$ cat src/rtl/rotate_controller_pkg.sv
// Shared definitions for the rotate controller: state encoding and the
// geometry of one rotate pass (lines x bit positions).
package rotate_pkg;

  typedef enum logic [2:0] {
    S_IDLE    = 3'd0,
    S_INIT    = 3'd1,
    S_LD_CURR = 3'd2,
    S_LD_DES  = 3'd3,
    S_WAIT    = 3'd4,
    S_BIT     = 3'd5,
    S_LINE    = 3'd6,
    S_DONE    = 3'd7
  } state_t;

  localparam int ROT_LINES = 64;
  localparam int ROT_BITS  = 25;
  localparam int WAIT_W    = 4;

endpackage

$ cat src/rtl/rotate_controller.sv
// Sequencer for rotate_datapath: one start pulse walks all lines, loading the
// file reader, streaming every bit position into the file writer, and stepping
// the line and index counters. Outputs are registered and decoded from the
// state being entered, so none of them depends combinationally on start.
// Optional macro ROTATE_CTRL_PERF_EN adds a saturating cycle counter output.
//
// state     | meaning
// ----------+-------------------------------------------------------
// S_IDLE    | ready for a request, ready=1
// S_INIT    | clear both counters, pulse dp_start
// S_LD_CURR | load current line into the file reader
// S_LD_DES  | load destination line into the file reader
// S_WAIT    | LD_WAIT idle cycles covering the file-read latency
// S_BIT     | stream one bit per cycle until the index counter carries
// S_LINE    | advance line counter, clear index counter
// S_DONE    | one-cycle completion pulse
module rotate_controller
  import rotate_pkg::*;
#(
  parameter int LD_WAIT = 0,
  parameter int PERF_W  = 16
) (
  input  logic clk,
  input  logic rst,
  input  logic start,
  input  logic co_c64,
  input  logic co_c25,
  output logic ld_curr_fr,
  output logic ld_des_fr,
  output logic en_fw,
  output logic init0_c64,
  output logic init0_c25,
  output logic en_c64,
  output logic en_c25,
  output logic dp_start,
  output logic ready,
  output logic done
`ifdef ROTATE_CTRL_PERF_EN
  ,output logic [PERF_W-1:0] cycle_cnt
`endif
);

  // Wait counter load value; the counter counts down to zero inclusive.
  localparam logic [WAIT_W-1:0] WAIT_LOAD =
    (LD_WAIT > 0) ? WAIT_W'(LD_WAIT - 1) : '0;

  state_t            r_state;
  logic [WAIT_W-1:0] r_wait;
  logic r_ld_curr, r_ld_des, r_en_fw, r_init0_c64, r_init0_c25;
  logic r_en_c64, r_en_c25, r_dp_start, r_ready, r_done;

  // Next-state logic and registered Moore outputs for the state being entered.
  always_ff @(posedge clk or negedge rst) begin
    if (!rst) begin
      r_state     <= S_IDLE;
      r_wait      <= '0;
      r_ld_curr   <= 1'b0;
      r_ld_des    <= 1'b0;
      r_en_fw     <= 1'b0;
      r_init0_c64 <= 1'b0;
      r_init0_c25 <= 1'b0;
      r_en_c64    <= 1'b0;
      r_en_c25    <= 1'b0;
      r_dp_start  <= 1'b0;
      r_ready     <= 1'b1;
      r_done      <= 1'b0;
    end else begin
      r_ld_curr   <= 1'b0;
      r_ld_des    <= 1'b0;
      r_en_fw     <= 1'b0;
      r_init0_c64 <= 1'b0;
      r_init0_c25 <= 1'b0;
      r_en_c64    <= 1'b0;
      r_en_c25    <= 1'b0;
      r_dp_start  <= 1'b0;
      r_ready     <= 1'b0;
      r_done      <= 1'b0;
      case (r_state)
        S_IDLE: begin
          if (start) begin
            r_state     <= S_INIT;
            r_init0_c64 <= 1'b1;
            r_init0_c25 <= 1'b1;
            r_dp_start  <= 1'b1;
          end else begin
            r_ready <= 1'b1;
          end
        end
        S_INIT: begin
          r_state   <= S_LD_CURR;
          r_ld_curr <= 1'b1;
        end
        S_LD_CURR: begin
          r_state  <= S_LD_DES;
          r_ld_des <= 1'b1;
        end
        S_LD_DES: begin
          if (LD_WAIT > 0) begin
            r_state <= S_WAIT;
            r_wait  <= WAIT_LOAD;
          end else begin
            r_state  <= S_BIT;
            r_en_fw  <= 1'b1;
            r_en_c25 <= 1'b1;
          end
        end
        S_WAIT: begin
          if (r_wait == '0) begin
            r_state  <= S_BIT;
            r_en_fw  <= 1'b1;
            r_en_c25 <= 1'b1;
          end else begin
            r_wait <= r_wait - 1'b1;
          end
        end
        S_BIT: begin
          if (co_c25) begin
            r_state     <= S_LINE;
            r_en_c64    <= 1'b1;
            r_init0_c25 <= 1'b1;
          end else begin
            r_en_fw  <= 1'b1;
            r_en_c25 <= 1'b1;
          end
        end
        S_LINE: begin
          if (co_c64) begin
            r_state <= S_DONE;
            r_done  <= 1'b1;
          end else begin
            r_state   <= S_LD_CURR;
            r_ld_curr <= 1'b1;
          end
        end
        S_DONE: begin
          r_state <= S_IDLE;
          r_ready <= 1'b1;
        end
        default: begin
          r_state <= S_IDLE;
          r_ready <= 1'b1;
        end
      endcase
    end
  end

  assign ld_curr_fr = r_ld_curr;
  assign ld_des_fr  = r_ld_des;
  assign en_fw      = r_en_fw;
  assign init0_c64  = r_init0_c64;
  assign init0_c25  = r_init0_c25;
  assign en_c64     = r_en_c64;
  assign en_c25     = r_en_c25;
  assign dp_start   = r_dp_start;
  assign ready      = r_ready;
  assign done       = r_done;

`ifdef ROTATE_CTRL_PERF_EN
  logic [PERF_W-1:0] r_cycle_cnt;

  // Count busy cycles of the current run; cleared on an accepted start so the
  // last run's total stays visible while idle.
  always_ff @(posedge clk or negedge rst) begin
    if (!rst) begin
      r_cycle_cnt <= '0;
    end else if (r_state == S_IDLE) begin
      if (start) r_cycle_cnt <= '0;
    end else if (r_cycle_cnt != '1) begin
      r_cycle_cnt <= r_cycle_cnt + 1'b1;
    end
  end

  assign cycle_cnt = r_cycle_cnt;
`endif

endmodule

$ cat config.mk
export PLATFORM = sky130hd
export DESIGN_NAME = rotate_controller
export DESIGN_NICKNAME = d
export VERILOG_FILES = /design/src/rtl/rotate_controller_pkg.sv /design/src/rtl/rotate_controller.sv
export SDC_FILE = /design/constraint.sdc
export NUM_CORES = 1
export LEC_CHECK = 0
export ABC_AREA = 1
export CAP_MARGIN = 25
export CORE_ASPECT_RATIO = 1.75
export CORE_MARGIN = 1
export CORE_UTILIZATION = 30
export CTS_BUF_LIST = sky130_fd_sc_hd__clkbuf_2
export CTS_CLUSTER_SIZE = 30
export DETAILED_ROUTE_END_ITERATION = 12
export PLACE_DENSITY = 0.49
export SETUP_SLACK_MARGIN = 0.5
export SYNTH_ARGS = -nofsm -noshare
export SYNTH_HDL_FRONTEND = slang
export SYNTH_SLANG_ARGS = --single-unit
$ cat constraint.sdc
create_clock -name clk -period 2.66 [get_ports clk]
set_input_delay 0.399 -clock clk [delete_from_list [all_inputs] [get_ports clk]]
set_output_delay 0.399 -clock clk [all_outputs]
set_load 0.02 [all_outputs]
==> impl_metrics.yaml <==
global_route:
  grt_antenna_before_repair: 0
  grt_max_degree: 16
  grt_pass1_wl_mm: 2.684
  grt_pass1_vias: 613
  track_usage: 0.1187
  gr-total-overflow: 0
synth:
  synth-seq-cells: 15
  syn_inst: 93
  yosysWarnings: 0
  yosys-top-cells-area: "dfrtp_1, ha_1, nand2_1"
  yosys.cell_types.count: 24
  ys_seq_area_frac: 0.4547
  yosys.area.top_type_share: 0.4230
  syn_avg_cell_area_um2: 8.906
  synth_area_leader_cell: "dfrtp_1"
  syn_nets: 105
  netlist_area_um2: 828.3
routing:
  first_iter_violations: 4
  ant_nets: 0
  wl_mm: 1.398
  num_vias: 606
  dr.pass1.iters: 4
  wl_per_cell_um: 10.43
  drc_errors: 0
  avgViaCountPerCell: 4.522
cts:
  htreeDepth: 1
  clkTransAtPathRegs_ns: 0.14
  numCtsBuffers: 3
  numClockSinks: 15
  post_cts_buffers: 0
  cts_tree: "yes"
  clk-insertion-delay-late_ns: 0.29
  cts_resized: 0
  cts_hold_buf: 0
  clockBufferDepth: 2
  cts-root-buf: "clkbuf_2"
setup_path:
  critPathTopFamily: "buffers and inverters"
  crit_required_ns: 2.26
  crit_slowest_cell: "clkdlybuf4s50_1"
  startpoint_type: "flip-flop"
  rrSetupSlack_ns: 1.25
  cp.arrival_ns: 1.40
  r2r-start: "r_state[1]$_DFFE_PN0P_"
  crit_type: "reg -> out"
  r2r_end: "r_state[0]$_DFFE_PN0P_"
  crit_fanout: 1
  end_kind: "primary output"
  crit_path_max_incr_delay_ns: 0.58
  path_cells: "clkdlybuf4s50_1"
  r2r_cells: 7
  cp_num_buf_inv: 1
power_and_ir_drop:
  leakage_nw: 0.5308
  ir_worst_vdd_uv: 385.2
  power_density_mw_per_mm2: 915.9
timing:
  fmax_mhz: 555.6
  rsz0062_at_grt: "false"
  worst_pin_slew_ns: 0.6647
  setup_tns_ns: 0
  holdWs_ns: 0.4959
  hold_violations: 0
  setup_violations: 0
  final.period_utilization: 0.6766
  drv_slew: 0
  skew_ns: 0.007957
  period_needed_ns: 1.800
  max-slew-margin-rel: 0.5555
placement:
  gp_congestion: 0.8399
  io_buffers: 14
  dp_hpwl_mm: 1.124
cells_and_area:
  area_growth_pct: 20.09
  drive_gt1_frac: 0.1389
  antenna_cells: 0
  seq_area_um2: 376.6
  layout.nets: 121
  fillers: 260
  multi_input_area_um2: 366.6
floorplanning:
  die_h_um: 71.51
  fp.dieW_um: 41.72
  coreArea_mm2: 0.002552
  rows: 24
  ioPinCount: 15
  die-area_mm2: 0.002983
  start_util: 0.3245
flow_run:
  cap_viol_max_count: 0
worst_hold_path:
  hold_class: "in -> async"
status:
  outcome: "completed"
## area by class of cell
class,instances,area share
Timing Repair Buffer,14,0.1409
Inverter,15,0.05912
Sequential cell,15,0.3786
Tap cell,26,0.03270
Multi-Input combinational cell,60,0.3686
Clock buffer,4,0.02013
## Yosys cell counts, drive strengths merged
master  instances
a21oi           2
buf             3
dfrtp          14
dfstp           1
ha              7
inv            15
nand2          23
nand3           7
nand4           1
nor2            8
o21ai           8
o22ai           2
xnor2           1
xor2            1
## worst max-delay path by stage
stage / startpoint / end / depth (start not counted)
floorplan: r_state[0]$_DFFE_PN0P_ / r_state[0]$_DFFE_PN0P_ / 8
global placement: ready$_DFF_PN1_ / ready / 1
detailed placement: ready$_DFF_PN1_ / ready / 1
CTS: ready$_DFF_PN1_ / ready / 1
global route: ready$_DFF_PN1_ / ready / 1
finish: ready$_DFF_PN1_ / ready / 1
## through the flow
| step | util | setup slack (ns) | std cells | cell area (um2) | total power [W] |
|---|---|---|---|---|---|
| finish | 0.3897 | 0.8603 | 134 | 994.7 | 0.0009111 |
| global route | 0.3897 | 0.8087 | 134 | 994.7 | 0.001000 |
| CTS | 0.3897 | 0.8383 | 134 | 994.7 | 0.0009279 |
| detailed placement | 0.3819 | 1.186 | 130 | 974.7 | 0.0008107 |
| global placement | 0.3819 | 1.184 | 130 | 974.7 | 0.0008094 |
| floorplan | - | 1.397 | 93 | 828.3 | 0.0006794 |
## per-layer routing
metal | vias up | wire (um) | track usage
li1 | 318 | - | -
met4 | 0 | 44 | 0.08602
met3 | 4 | 31 | 0.01511
met1 | 274 | 594 | 0.1413
met2 | 10 | 728 | 0.1927
met5 | - | 0 | 0
## cells by family after synthesis
family / share of synthesized area
and+or+nand+nor: 0.2357
buffers and inverters: 0.1027
DFF: 0.4547
AOI/OAI and AO/OA: 0.08004
adders and majority gates: 0.1057
xor gates and xnor gates: 0.02115
## cell usage in the layout (no fill, tap or decap), drive strengths merged
cell type,netlist,routed
nand2,23,23
inv,15,15
dfrtp,14,14
clkdlybuf4s50,0,14
nor2,8,8
o21ai,8,8
ha,7,7
nand3,7,7
clkbuf,0,4
o22ai,2,2
a21oi,2,2
xor2,1,1
nand4,1,1
xnor2,1,1
dfstp,1,1
## where the power goes
part / switching [W] / internal [W] / leakage (nW) / total (W)
registers: 0.0000572 / 0.000295 / 0.195 / 0.000353
logic: 0.000251 / 0.000196 / 0.319 / 0.000447
clock network: 0.0000721 / 0.0000398 / 0.0166 / 0.000112
## state kept, by name (all words and copies together) (netlist names)
name        cells
done            1
ld_curr_fr      1
dp_start        1
init0_c25       1
ld_des_fr       1
r_wait          4
en_c64          1
en_c25          1
r_state         3
ready           1
No activity file was read; power rests on OpenSTA's default activity.
